File: src/rtl/alien_fire_controller.sv
// Alien shot initiator: picks a pseudo-random column, finds its bottom-most live alien,
// holds a level fire request until the projectile goes in flight, then cools down for N frames.
module alien_fire_controller #(
    parameter int         NUM_COLS        = 8,
    parameter int         NUM_ROWS        = 4,
    parameter logic [9:0] COL_SPACING     = 10'd40,
    parameter logic [9:0] ROW_SPACING     = 10'd30,
    parameter logic [9:0] SHOT_X_OFFSET   = 10'd16,
    parameter logic [9:0] SHOT_Y_OFFSET   = 10'd24,
    parameter logic [7:0] COOLDOWN_FRAMES = 8'd60,
    parameter logic [15:0] LFSR_SEED      = 16'hACE1
) (
    input  logic                         Clk,
    input  logic                         Reset,
    input  logic                         frame_clk,
    input  logic                         enable,
    input  logic [NUM_ROWS*NUM_COLS-1:0] alive_mask,
    input  logic [9:0]                   grid_x,
    input  logic [9:0]                   grid_y,
    input  logic                         missile_active,
    output logic                         shoot,
    output logic [9:0]                   shooter_x,
    output logic [9:0]                   shooter_y,
    output logic [7:0]                   fire_count,
    output logic [2:0]                   state
);

    localparam int COL_W = (NUM_COLS > 1) ? $clog2(NUM_COLS) : 1;
    localparam int ROW_W = (NUM_ROWS > 1) ? $clog2(NUM_ROWS) : 1;

    localparam logic [2:0] IDLE      = 3'd0;
    localparam logic [2:0] COOLDOWN  = 3'd1;
    localparam logic [2:0] WAIT_FREE = 3'd2;
    localparam logic [2:0] PICK      = 3'd3;
    localparam logic [2:0] SCAN      = 3'd4;
    localparam logic [2:0] ARM       = 3'd5;

    localparam logic [COL_W-1:0] LAST_COL = COL_W'(NUM_COLS - 1);
    localparam logic [ROW_W-1:0] TOP_ROW  = ROW_W'(NUM_ROWS - 1);

    logic [15:0]      lfsr;
    logic             lfsr_fb;
    logic             frame_dly;
    logic             frame_edge;
    logic [7:0]       cool_cnt;
    logic [COL_W-1:0] col_q;
    logic [ROW_W-1:0] row_q;
    logic [COL_W-1:0] tries;
    logic             cell_alive;
    logic [9:0]       col_off;
    logic [9:0]       row_off;

    // With NUM_COLS a power of two, {row, col} is exactly row*NUM_COLS + col.
    assign cell_alive = alive_mask[{row_q, col_q}];
    assign col_off    = 10'(col_q) * COL_SPACING;
    assign row_off    = 10'(row_q) * ROW_SPACING;
    assign lfsr_fb    = lfsr[15] ^ lfsr[13] ^ lfsr[12] ^ lfsr[10];

    // Handshake: shoot is a level request (valid); missile_active is the acknowledge (ready).
    // shooter_x/y are frozen for as long as shoot is high; the request drops the clock
    // after missile_active is seen in ARM.
    always_ff @(posedge Clk) begin
        if (Reset) begin
            lfsr       <= LFSR_SEED;
            frame_dly  <= 1'b0;
            frame_edge <= 1'b0;
            state      <= IDLE;
            cool_cnt   <= 8'd0;
            col_q      <= '0;
            row_q      <= '0;
            tries      <= '0;
            shoot      <= 1'b0;
            shooter_x  <= 10'd0;
            shooter_y  <= 10'd0;
            fire_count <= 8'd0;
        end else begin
            lfsr       <= {lfsr[14:0], lfsr_fb};
            frame_dly  <= frame_clk;
            frame_edge <= frame_clk & ~frame_dly;

            if (!enable) begin
                state <= IDLE;
                shoot <= 1'b0;
            end else begin
                case (state)
                    IDLE: begin
                        cool_cnt <= COOLDOWN_FRAMES;
                        state    <= COOLDOWN;
                    end
                    COOLDOWN: begin
                        if (cool_cnt == 8'd0) begin
                            state <= WAIT_FREE;
                        end else if (frame_edge) begin
                            cool_cnt <= cool_cnt - 8'd1;
                        end
                    end
                    WAIT_FREE: begin
                        if (!missile_active) begin
                            state <= PICK;
                        end
                    end
                    PICK: begin
                        col_q <= lfsr[COL_W-1:0];
                        row_q <= TOP_ROW;
                        tries <= '0;
                        state <= SCAN;
                    end
                    SCAN: begin
                        if (cell_alive) begin
                            shooter_x <= grid_x + col_off + SHOT_X_OFFSET;
                            shooter_y <= grid_y + row_off + SHOT_Y_OFFSET;
                            shoot     <= 1'b1;
                            state     <= ARM;
                        end else if (row_q != '0) begin
                            row_q <= row_q - ROW_W'(1);
                        end else if (tries == LAST_COL) begin
                            // Every column came up empty: skip this shot entirely.
                            cool_cnt <= COOLDOWN_FRAMES;
                            state    <= COOLDOWN;
                        end else begin
                            col_q <= (col_q == LAST_COL) ? '0 : col_q + COL_W'(1);
                            row_q <= TOP_ROW;
                            tries <= tries + COL_W'(1);
                        end
                    end
                    ARM: begin
                        if (missile_active) begin
                            shoot      <= 1'b0;
                            fire_count <= fire_count + 8'd1;
                            cool_cnt   <= COOLDOWN_FRAMES;
                            state      <= COOLDOWN;
                        end
                    end
                    default: begin
                        state <= IDLE;
                        shoot <= 1'b0;
                    end
                endcase
            end
        end
    end

endmodule

File: config.mk
export PLATFORM = sky130hd
export DESIGN_NAME = alien_fire_controller
export DESIGN_NICKNAME = d
export VERILOG_FILES = /design/src/rtl/alien_fire_controller.sv
export SDC_FILE = /design/constraint.sdc
export NUM_CORES = 1
export LEC_CHECK = 0
export ABC_AREA = 1
export ABC_CLOCK_PERIOD_IN_PS = 3250
export BUFFER_PORTS_ARGS = -buffer_cell sky130_fd_sc_hd__buf_2
export CAP_MARGIN = 20
export CORE_ASPECT_RATIO = 0.7
export CORE_MARGIN = 1
export CORE_UTILIZATION = 42
export DETAILED_ROUTE_END_ITERATION = 7
export GPL_TIMING_DRIVEN = 0
export HOLD_SLACK_MARGIN = 0.02
export PLACE_DENSITY = 0.66
export SYNTH_ARGS = -nofsm -noshare
export SYNTH_HDL_FRONTEND = slang
export SYNTH_SLANG_ARGS = --single-unit
File: constraint.sdc
create_clock -name Clk -period 3.25 [get_ports Clk]
set_input_delay 0.1625 -clock Clk [delete_from_list [all_inputs] [get_ports Clk]]
set_output_delay 0.1625 -clock Clk [all_outputs]
set_load 0.01 [all_outputs]
# [After elaboration in Yosys (flattened, before gate mapping)]
# Cells that the tools add are included.
[totals] reg_bits=66 latch_bits=0 ramBits=0 mem_bits_ro=0 inputBits=57 output_inout_bits=32 wordCells=97 n_memories=0
[classes] n_addsub=9 multipliers=2 div=0 magnitude_cmp=1 n_eq_ne=20 shift=0 n_mux=32 bitwise_logic=7 reduce_logical=14
[op_table] cell="8-bit two-way mux" n=6
[op_table] cell="3-bit two-way mux" n=13
[op_table] cell="8-bit one-hot mux with 4 select lines" n=1
[op_table] cell="10-bit by 5-bit adder with 10-bit output, second input constant" n=2
[op_table] cell="2-bit != test, second input constant" n=10
[op_table] cell="3-bit one-hot mux with 6 select lines" n=1
[op_table] cell="3-bit equality test, second input constant" n=4
[op_table] cell="3-bit one-hot mux with 2 select lines" n=2
[op_table] cell="10-bit by 7-bit adder with 10-bit output" n=1
[op_table] cell="10-bit by 9-bit adder with 10-bit output" n=1
[op_table] cell="5-bit AND reduction" n=2
[op_table] cell="3-bit != test, second input constant" n=3
[op_table] cell="3-bit AND reduction" n=3
[op_table] cell="8-bit by 1-bit adder with 8-bit output, second input constant" n=1
[op_table] cell="8-bit zero test" n=1
[op_table] cell="8-bit AND reduction" n=1
[op_table] cell="8-bit by 1-bit subtractor with 8-bit output, second input constant" n=1
[op_table] cell="3-bit by 1-bit adder with 3-bit output, second input constant" n=2
[op_table] cell="3-bit by 2-bit equality test with 1-bit output, second input constant" n=2
[op_table] cell="5-bit by 6-bit < comparator with 1-bit output, second input constant" n=1
[op_table] cell="2-bit by 4-bit multiplier with 6-bit output, second input constant" n=1
[op_table] cell="3-bit by 3-bit multiplier with 6-bit output, second input constant" n=1
[op_table] cell="2-bit two-way mux" n=3
[op_table] cell="1-bit binary-select mux with 5-bit select" n=1
[op_table] cell="other kinds (14)" n=21

# [Longest topological paths before layout]
# Gate-level depths: netlist of the first run.
[logic_depth] ltp_word=6 depth_mapped=15 depth_no_buf=14

# [Least setup slack after synthesis of the first run]
# No wires, ideal clock.
[synth_path] path_kind="register to register" startpoint="register row_q[1]" endpoint="register shooter_y[8]" setup_ns=0.129 arrival_time_ns=2.355 t_required_ns=3.121 setup_slack_ns=0.766 path_stages_with_launch=13 path_buffers=0 period_less_slack_ns=2.484 cell_sequence="dfxtp_1 -> inv_1 -> ha_1 -> ha_1 -> ha_1 -> inv_1 -> fa_1 -> o21ai_0 -> a21o_1 -> a21oi_1 -> xor2_1 -> nand2_1 -> a21oi_1"
[synth_between] elab_chain_cells=3 word_cells_on_any_way=6 classes_between="2 x add/sub; 1 x mul; 2 x mux; 1 x reduce/logical"
[synth_rtl] item="from (decl)" line="47" source="logic [ROW_W-1:0] row_q;"
[synth_rtl] item="from (signal assigned)" line="115" source="row_q <= row_q - ROW_W'(1);"
[synth_rtl] item="2-bit by 4-bit multiplier with 6-bit output / 1-bit binary-select mux with 5-bit select (equally long branches)" line="56, 54"
[synth_rtl] item="10-bit by 7-bit adder with 10-bit output / 1-bit two-way mux (equally long branches)" line="111, 54"
[synth_rtl] item="10-bit by 5-bit adder with 10-bit output / 3-bit AND reduction (equally long branches)"
[synth_rtl] item="to (signal assigned)" line="111" source="shooter_y <= grid_y + row_off + SHOT_Y_OFFSET;"
[synth_rtl] item="to (decl)" line="23" source="output logic [9:0] shooter_y,"
# Parallel ways exist; a longest one is shown, timed or not. The select of a mux whose other input is x is not followed.
# A chain may end at the register's enable or synchronous reset.

# [Final worst setup path of the first run]
# Same ends and word-level chain as after synthesis.

==> summary.md, run 1 <==
| Metric | Value |
|---|---|
| Status | complete, no violations |
| TritonRoute pass-1 iters | 5 |
| Post-synthesis area per instance | 7.08 sq um |
| Worst clock skew on the final layout | around 0.0078 ns |
| Aggregate global-route resource usage | 19.8% |
| DP Worst Slack | 0.451 ns |
| EDFF count, synth | 0 |
| TNS Setup | 0 ns |
| H-tree depth reported by CTS | 3 |
| Met1 track demand over resource | 27.3% |
| DR iter-0 viols | ~180 |
| Final Cycle Share | 87.6% |
| Leftover overflow at the end of global routing | 0 |
| Initial antenna violation count | 0 |
| Top cells by area in the synthesized netlist | dfxtp_1, ha_1, nand2_1, nor2_1, inv_1 |
| CTS buffer count | 9 |
| Worst-case clock buffer depth | 2 |
| Cell depth of the worst flop-to-flop path | 12 |
| Highest ir drop seen on vdd | 0.000286 V |
| Post-CTS sizing | 0 |
| Startpoint of the lowest-slack hold path | frame_clk |
| Nets | 747 |
| Number of distinct library cell variants in the gate-level netlist after synthesis | 34 |
| Endpoint class of the critical path | flip-flop |
| Vias after detailed routing | 3797 |
| Vertical extent of the die | 82.8 um |
| Antenna fix cells | 0 |
| Cell taking the most area after synthesis | dfxtp_1 |
| Commonest register cell after synthesis | dfxtp_1 |
| Count of boundary I/O pins | ~90 |
| Max Clk Rate | 0.351 GHz |
| Measured slew at the worst slew-check pin | between 0.5 and 0.6 ns |
| Final hold violation count | 0 |
| Fraction of synthesized cell area taken by the top area cell type | around a third |
| Unrepaired setup endpoints after global routing | false |
| Post-synth ARST share | 0% |
| Arrival time of the worst setup path | 3.05 ns |
| Last weighted congestion value of the routability-driven placer | ~0.85 |
| Worst-skew pair later-pin latency | 0.33 ns |
| Wire length of the first global-routing pass | 15.8 mm |
| Highest fanout seen on the critical path | 5 |
| Class of the tightest hold or removal check | input port to flip-flop |
| P_leak | 2.51 nW |
| Met2 Resource Use GR | 30.3% |
| Area of the die | 9730 sq um |
| Dpl hpwl | 7.15 mm |
| Ranking of synthesized cells by instance count | nand2_1, nor2_1, inv_1 |
| Synth Cell Area | 3920 sq um |
| Count of pins over their slew limit | 0 |
| Average wire per standard cell | 12.0 um |
| Endpoint of the worst register-to-register path | shooter_y[8] |
| Final setup viols | 0 |
| Critical Path RT | 3.45 ns |
| Proportion of layout cells with a drive suffix above 1 | between 20% and 30% |
| Root Driver | clkbuf_16 |
| Kind of critical path | flip-flop to flip-flop |
| Final-layout fill cell count | 901 |
| Startpoint kind of the worst setup timing path | flip-flop |
| Beginning of the worst register-to-register path | row_q[1] |
| Clock period minus worst slack | about 2.8 ns |
| Pin count of the biggest net entering global routing | 15 |
| Core footprint | 9070 sq um |
| Number of storage elements in the synthesis netlist | 66 |
| Register-to-register path setup slack | 0.40 ns |
| Mapped Cells | ~550 |
| Die Wd | approximately 120 um |
| Most instantiated library cell after synthesis | nand2_1 |
| DRC | 0 |
| Met3 capacity usage during global routing | approximately 6% |
| Most utilized layer in the global route result | met2 |
| Power density over cell area | 462 nW/um^2 |
| Via count of the first global-routing pass | 3500 |
| Total of warnings raised by yosys | 0 |
| Count of buffers added by post-CTS timing repair for setup | 0 |
| Max-slew headroom at the worst pin | 61.9% |
| Area growth from synthesis to final layout | 22.3% |
| Number of routed nets with antenna violations | 0 |
| Clock slew seen by the registers of the worst setup and hold paths | approximately 0.060 ns |
| Cts hold-fix bufs | 0 |
| Count of buffers from port buffering | a little under 90 |
| Crit path launch | row_q[1] |
| Detailed-route vias per instance | 4.86 |
| Clock Sinks | 66 |
| Initial cell density of the core | 43.2% |
| Clock tree from TritonCTS | yes |
| Sequential element share of the synthesized area | about a third |
| Number of nets produced by synthesis | 649 |
| Site row count | 29 |
| Capture endpoint of the worst hold path | frame_dly |
| Max-cap violations | 0 |
| Hold-critical path depth | 3 |
| Crit path setup slack, layout | 0.403 ns |
| Total Routed Length | about 9.4 mm |
[final cells by class]
| class | count | area [sq um] | share of cell area [%] |
|---|---|---|---|
| buffer | 17 | 106 | 2.22 |
| clock buffer | 9 | 225 | 4.70 |
| clock inverter | 7 | 60.1 | 1.25 |
| inverter | 77 | 294 | 6.13 |
| multi-input combinational | 394 | 2200 | 45.8 |
| sequential | 66 | 1320 | 27.6 |
| tap | 124 | 155 | 3.24 |
| timing repair buffer | 87 | 435 | 9.08 |
[through the flow]
stage	util (%)	std cells	hold WS [ns]	total power [mW]	cell area, sq um
6_report	52.9	781	0.0555	2.21	4800
5_1_grt	52.9	781	0.0757	2.33	4800
4_1_cts	52.9	781	0.0471	2.23	4800
3_5_place_dp	49.7	765	0.387	1.29	4510
3_3_place_gp	49.7	765	0.379	1.29	4510
2_1_floorplan	-	554	0.269	1.18	3920
[report_power, final]
group          internal [mW]  switching (mW)  total, mW
registers              0.849          0.0270      0.876
clock network          0.529           0.402      0.931
logic                  0.160           0.248      0.407
total                   1.54           0.677       2.21
[cell families after synthesis]
logic type | after synthesis | synth area share (%)
simple gates | 282 | 32.2
buf+inv | 94 | 10.2
flops | 66 | 33.7
compound gates | 60 | 8.23
fa+ha+maj | 38 | 12.5
xor+xnor | 14 | 3.13
[critical path, stage by stage (launching register included)]
cell     delay (ns)
dfxtp_1        0.43
inv_1          0.13
ha_1           0.35
ha_1           0.29
ha_1           0.19
inv_1          0.07
fa_1           0.42
o21ai_0        0.33
a21o_1         0.17
a21oi_1        0.07
xor2_1         0.14
nand2_1        0.07
a21oi_1        0.05
[worst max path at each step]
stage | endpoint | slack [ns] | cells after the start
global placement | shooter_y[8] | 0.53 | 12
finish | shooter_y[8] | 0.40 | 12
detailed placement | shooter_y[8] | 0.45 | 12
CTS | shooter_y[8] | 0.41 | 12
global route | shooter_y[8] | 0.19 | 12
floorplan | shooter_y[8] | 0.77 | 12
[layout by cell type (no fill, tap or decap), drive strengths merged, types with 2 or more instances in the layout]
cell type	netlist	final
dfxtp	66	66
nor3	7	7
xor2	9	9
ha	36	36
nand3	50	50
or2	7	7
nor2	80	80
nand2	119	119
xnor2	5	5
inv	77	81
o21ai	32	32
buf	11	98
nand4	17	17
clkbuf	6	15
a21oi	21	21
a21o	2	2
fa	2	2
clkinvlp	0	3
a31oi	2	2
[layer usage]
layer  share of wire [%]  wire length [um]
met5                   0                 0
met4                0.69                65
met3                 6.7               626
met2                  42              3920
met1                  51              4780
[flip-flops by register name, indices dropped and copies added, names as in the netlist]
register / count
lfsr: 16
shooter_x: 10
shooter_y: 10
cool_cnt: 8
fire_count: 8
col_q: 3
state: 3
tries: 3
row_q: 2
frame_dly: 1
frame_edge: 1
shoot: 1
No activity file was read; power rests on OpenSTA's default activity.
==> inputs of run 2 (changes only) <==
- REMOVE_ABC_BUFFERS: default -> 1
==> run 2 against run 1 <==
Effect of this change: register-to-register slack worse by 0.15 ns; sequential cell count unchanged; hold slack better by 0.016 ns; final cell count down 1.9%; critical path depth unchanged; utilization down 0.47 points; global-route usage down 0.43 points; combinational power down 4%.
==> summary.md, run 2 (synthesized netlist as in run 1, its figures left out) <==
| Metric | Value |
|---|---|
| Status | complete, no violations |
| Register cell area after layout | around 1300 sq um |
| Largest stage delay, worst path | 0.86 ns |
| Clock Sinks | between 60 and 70 |
| Cts hold-fix bufs | 0 |
| Kind of critical path | flip-flop to flip-flop |
| Worst clock skew on the final layout | 0.00747 ns |
| Final-layout fill cell count | 920 |
| Arrival time of the worst setup path | 3.26 ns |
| Via count of the first global-routing pass | 3480 |
| Worst hold slack | 0.0719 ns |
| Count of buffers added by post-CTS timing repair for setup | 0 |
| Count of pins over their slew limit | 0 |
| Most common library cell in the layout ignoring fill and taps | nand2_1 |
| Average wire per standard cell | 11.9 um |
| Detailed-route vias per instance | 4.88 |
| DR iter-0 viols | 147 |
| Vias after detailed routing | 3741 |
| Total Routed Length | 9.08 mm |
| Site row count | 29 |
| P_leak | between 2 and 2.5 nW |
| Count of buffers from port buffering | 88 |
| Register with the most flip-flops | lfsr |
| Pin count of the biggest net entering global routing | 26 |
| Root Driver | clkbuf_16 |
| Clock period minus worst slack | 3.00 ns |
| Area of the die | 9730 sq um |
| Family with the most delay on the worst path | adder cells |
| Final hold violation count | 0 |
| Number of buffer and inverter instances along the worst setup path | 0 |
| Unrepaired setup endpoints after global routing | false |
| CTS buffer count | 9 |
| Crit path setup slack, layout | approximately 0.25 ns |
| Startpoint kind of the worst setup timing path | flip-flop |
| Last weighted congestion value of the routability-driven placer | around 0.86 |
| Proportion of layout cells with a drive suffix above 1 | 19.3% |
| Commonest cells after routing, fill and taps aside | nand2_1, buf_2, nor2_1, inv_1, dfxtp_1 |
| Max-slew headroom at the worst pin | 36.9% |
| Cell at the slowest stage of the critical path | dfxtp_1 |
| Area growth from synthesis to final layout | 21.3% |
| Leftover overflow at the end of global routing | 0 |
| DP Worst Slack | 0.284 ns |
| Final Cycle Share | 92.2% |
| Flip-flop count of the largest register, all copies and words added | 16 |
| Aggregate global-route resource usage | about a fifth |
| Max Clk Rate | roughly 0.33 GHz |
| Area of combinational cells with multiple inputs | between 2000 and 2500 sq um |
| Vertical extent of the die | 82.8 um |
| Initial antenna violation count | 0 |
| H-tree depth reported by CTS | 3 |
| Die Wd | 117 um |
| Cell mode on critical path | ha_1 |
| Max-cap violations | 0 |
| Endpoint class of the critical path | flip-flop |
| Dpl hpwl | 6.64 mm |
| DRC | 0 |
| TritonRoute pass-1 iters | 5 |
| Highest ir drop seen on vdd | 0.000233 V |
| Critical Path RT | ~3.5 ns |
| Clock slew seen by the registers of the worst setup and hold paths | 0.05 ns |
| Final setup viols | 0 |
| Worst-path cell chain | ha_1 > ha_1 > ha_1 > ha_1 > a21oi_1 > nand2_1 > nand2_1 > nand2_1 > a21oi_1 > xor2_1 > o21ai_0 > nor2_1 |
| Clock tree from TritonCTS | yes |
| Core footprint | 9070 sq um |
| Class of the tightest hold or removal check | input port to flip-flop |
| Highest fanout seen on the critical path | 21 |
| TNS Setup | 0 ns |
| Nets | 732 |
| Post-layout total power | 2.29 mW |
| Wire length of the first global-routing pass | around 16 mm |
| Regs by FF count | lfsr (16), shooter_x (10), shooter_y (10) |
| Post-CTS sizing | 0 |
| Measured slew at the worst slew-check pin | 0.943 ns |
| Count of boundary I/O pins | 89 |
| Worst-skew pair later-pin latency | 0.34 ns |
| Number of routed nets with antenna violations | 0 |
| Antenna fix cells | 0 |
| Worst-case clock buffer depth | 2 |
| Power density over cell area | 483 nW/um^2 |
| Initial cell density of the core | a little over two fifths |
-- run 2: cell types whose count changed in the layout (fill, tap and decap cells not counted), sizes merged --
| cell | delta |
|---|---|
| buf | -9 |
| inv | -4 |
| clkbuf | -2 |
| clkinvlp | -2 |
| bufinv | +1 |
| clkinv | +1 |
-- run 2: area by class of cell --
cell class	instances	area share [%]
Multi-Input combinational cell	394	46.2
Sequential cell	66	27.8
Timing Repair Buffer	89	9.84
Inverter	77	6.19
Clock buffer	13	5.69
Tap cell	124	3.26
Clock inverter	3	0.974
-- run 2: final timing paths --
| kind | from | endpoint | slack [ns] | depth (start not counted) |
|---|---|---|---|---|
| worst max-delay path | col_q[0] | shooter_x[9] | 0.25 | 12 |
| worst min-delay path | frame_clk | frame_edge | 0.07 | 3 |
| worst max register to register | col_q[0] | shooter_x[9] | 0.25 | 12 |
| worst min register to register | frame_dly | frame_edge | 0.40 | 1 |
-- run 2: worst min-delay path: cells and delay by family --
kind                   cells  cell delay [ns]
buffers and inverters      2             0.16
and+or+nand+nor            1             0.04
-- run 2: power by group --
part           internal, mW  switching, mW  total (mW)  leakage [nW]
logic                 0.156          0.233       0.390          1.79
clock network         0.658          0.365        1.02         0.152
registers             0.849         0.0318       0.881         0.539
-- run 2: routing by layer --
layer	global-route usage [%]	vias up	part of all wire, %
li1	-	1946	-
met1	25.4	1677	49
met2	31.3	105	44
met3	4.74	13	5.7
met4	6.41	0	1.4
met5	0	-	0
-- run 2: through the flow --
stage               instance area [sq um]  utilization (%)  std cells
CTS                                  4750             52.4        766
global placement                     4410             48.6        749
global route                         4750             52.4        766
finish                               4750             52.4        766
floorplan                            3810                -        537
detailed placement                   4440             48.9        750
==> inputs of run 3 (changes only) <==
- RECOVER_POWER: default -> 50
==> run 3 against run 2 <==
Effect of this change: routed wire length rose by 0.19%; clock skew barely moved; non-clock buffer count did not move; clock power barely moved; critical path type unchanged; largest power group unchanged; highest routed layer unchanged.
==> summary.md, run 3 (synthesized netlist as in run 1, its figures left out) <==
| Metric | Value |
|---|---|
| Area growth from synthesis to final layout | 20.2% |
| Startpoint kind of the worst setup timing path | flip-flop |
| Final-layout fill cell count | 938 |
| Die Wd | 117 um |
| Average wire per standard cell | 11.9 um |
| Clock Sinks | 66 |
| Number of buffer and inverter instances along the worst setup path | 0 |
| Most common library cell in the layout ignoring fill and taps | nand2_1 |
| Count of buffers from port buffering | slightly below 90 |
| Count of boundary I/O pins | 89 |
| Post-CTS sizing | 0 |
| Highest fanout seen on the critical path | 21 |
| Clock period minus worst slack | roughly 3 ns |
| Family with the most delay on the worst path | adder cells |
| Endpoint class of the critical path | flip-flop |
| Aggregate global-route resource usage | 19.4% |
| Critical Path RT | approximately 3.5 ns |
| DR iter-0 viols | 137 |
| Clock tree from TritonCTS | yes |
| Area of the die | roughly 10000 sq um |
| Post-layout total power | 2.29 mW |
| Worst-skew pair later-pin latency | ~0.34 ns |
| Number of routed nets with antenna violations | 0 |
| Status | complete, no violations |
| Final Cycle Share | ~92% |
| Max-cap violations | 0 |
| Count of buffers added by post-CTS timing repair for setup | 0 |
| Regs by FF count | lfsr (16), shooter_x (10), shooter_y (10) |
| Proportion of layout cells with a drive suffix above 1 | approximately 14% |
| Wire length of the first global-routing pass | 15.5 mm |
| Worst hold slack | 0.0725 ns |
| Power density over cell area | roughly 500 nW/um^2 |
| P_leak | 2.34 nW |
| Total Routed Length | around 9.1 mm |
| Register with the most flip-flops | lfsr |
| Flip-flop count of the largest register, all copies and words added | 16 |
| Commonest cells after routing, fill and taps aside | nand2_1, nor2_1, inv_1, dfxtp_1, buf_2 |
| Site row count | 29 |
| Initial antenna violation count | 0 |
| Last weighted congestion value of the routability-driven placer | 0.856 |
| CTS buffer count | 9 |
| Detailed-route vias per instance | 4.90 |
| Vias after detailed routing | 3752 |
| Antenna fix cells | 0 |
| Kind of critical path | flip-flop to flip-flop |
| Worst-case clock buffer depth | 2 |
| Placed instance area | ~4400 sq um |
| Cts hold-fix bufs | 0 |
| Core footprint | slightly above 9000 sq um |
| TNS Setup | 0 ns |
| Count of pins over their slew limit | 0 |
| Final hold violation count | 0 |
| Root Driver | clkbuf_16 |
| Clock slew seen by the registers of the worst setup and hold paths | 0.05 ns |
| Pin count of the biggest net entering global routing | 26 |
| Max Clk Rate | 0.334 GHz |
| Unrepaired setup endpoints after global routing | false |
| Cell at the slowest stage of the critical path | dfxtp_1 |
| Dpl hpwl | about 6.6 mm |
| Initial cell density of the core | 43.2% |
| Final setup viols | 0 |
| Leftover overflow at the end of global routing | 0 |
| Measured slew at the worst slew-check pin | 0.967 ns |
| Nets | 732 |
| Final Cell Area | 4710 sq um |
| Highest ir drop seen on vdd | between 0.0002 and 0.00025 V |
| TritonRoute pass-1 iters | 4 |
| Cell mode on critical path | ha_1 |
| DRC | 0 |
| Worst clock skew on the final layout | 0.00739 ns |
| Via count of the first global-routing pass | between 3000 and 4000 |
| Arrival time of the worst setup path | 3.27 ns |
| Max-slew headroom at the worst pin | approximately 36% |
| Largest stage delay, worst path | 0.86 ns |
| Class of the tightest hold or removal check | input port to flip-flop |
| Worst-path cell chain | ha_1 > ha_1 > ha_1 > ha_1 > a21oi_1 > nand2_1 > nand2_1 > nand2_1 > a21oi_1 > xor2_1 > o21ai_0 > nor2_1 |
| H-tree depth reported by CTS | 3 |
| Vertical extent of the die | 82.8 um |
==> run 3: changes by cell type in the layout (fill, tap and decap cells not counted), sizes merged <==
cell / before / now
buf: 89 / 57
clkbuf: 13 / 45
==> run 3: worst paths after layout <==
kind	cells after the start	to	slack [ns]	from
min reg2reg	1	frame_edge	0.40	frame_dly
max reg2reg	12	shooter_x[9]	0.25	col_q[0]
max	12	shooter_x[9]	0.25	col_q[0]
min	3	frame_edge	0.07	frame_clk
==> run 3: layer usage <==
metal / global-route usage [%] / vias up / routed length, um
met5: 0 / - / 0
met4: 6.41 / 0 / 126
met3: 4.74 / 13 / 482
met2: 31.3 / 108 / 3970
met1: 25.4 / 1686 / 4520
li1: - / 1945 / -
==> run 3: metrics by stage <==
| stage | setup slack (ns) | cells | utilization, % |
|---|---|---|---|
| global placement | 0.348 | 749 | 48.6 |
| detailed placement | 0.284 | 750 | 48.9 |
| finish | 0.254 | 766 | 52.0 |
| CTS | 0.265 | 766 | 52.4 |
| global route | 0.0344 | 766 | 52.0 |
| floorplan | 0.647 | 537 | - |
==> run 3: layout make-up <==
type,count,area (sq um),area share (%)
clock buffers,13,270,5.73
clock inverters,3,46.3,0.982
inverters,77,294,6.24
multi-input cells,394,2200,46.6
flip-flops and latches,66,1320,28.0
well taps,124,155,3.29
repair buffers,89,428,9.08
==> run 3: power breakdown <==
part	internal [mW]	switching, mW	leakage, nW
clock	0.658	0.365	0.152
sequential	0.849	0.0321	0.539
combinational	0.155	0.234	1.65
==> run 3: worst min-delay path, stage by stage <==
cell and delay (ns):
buf_2 0.10, inv_1 0.06, nor3_1 0.04
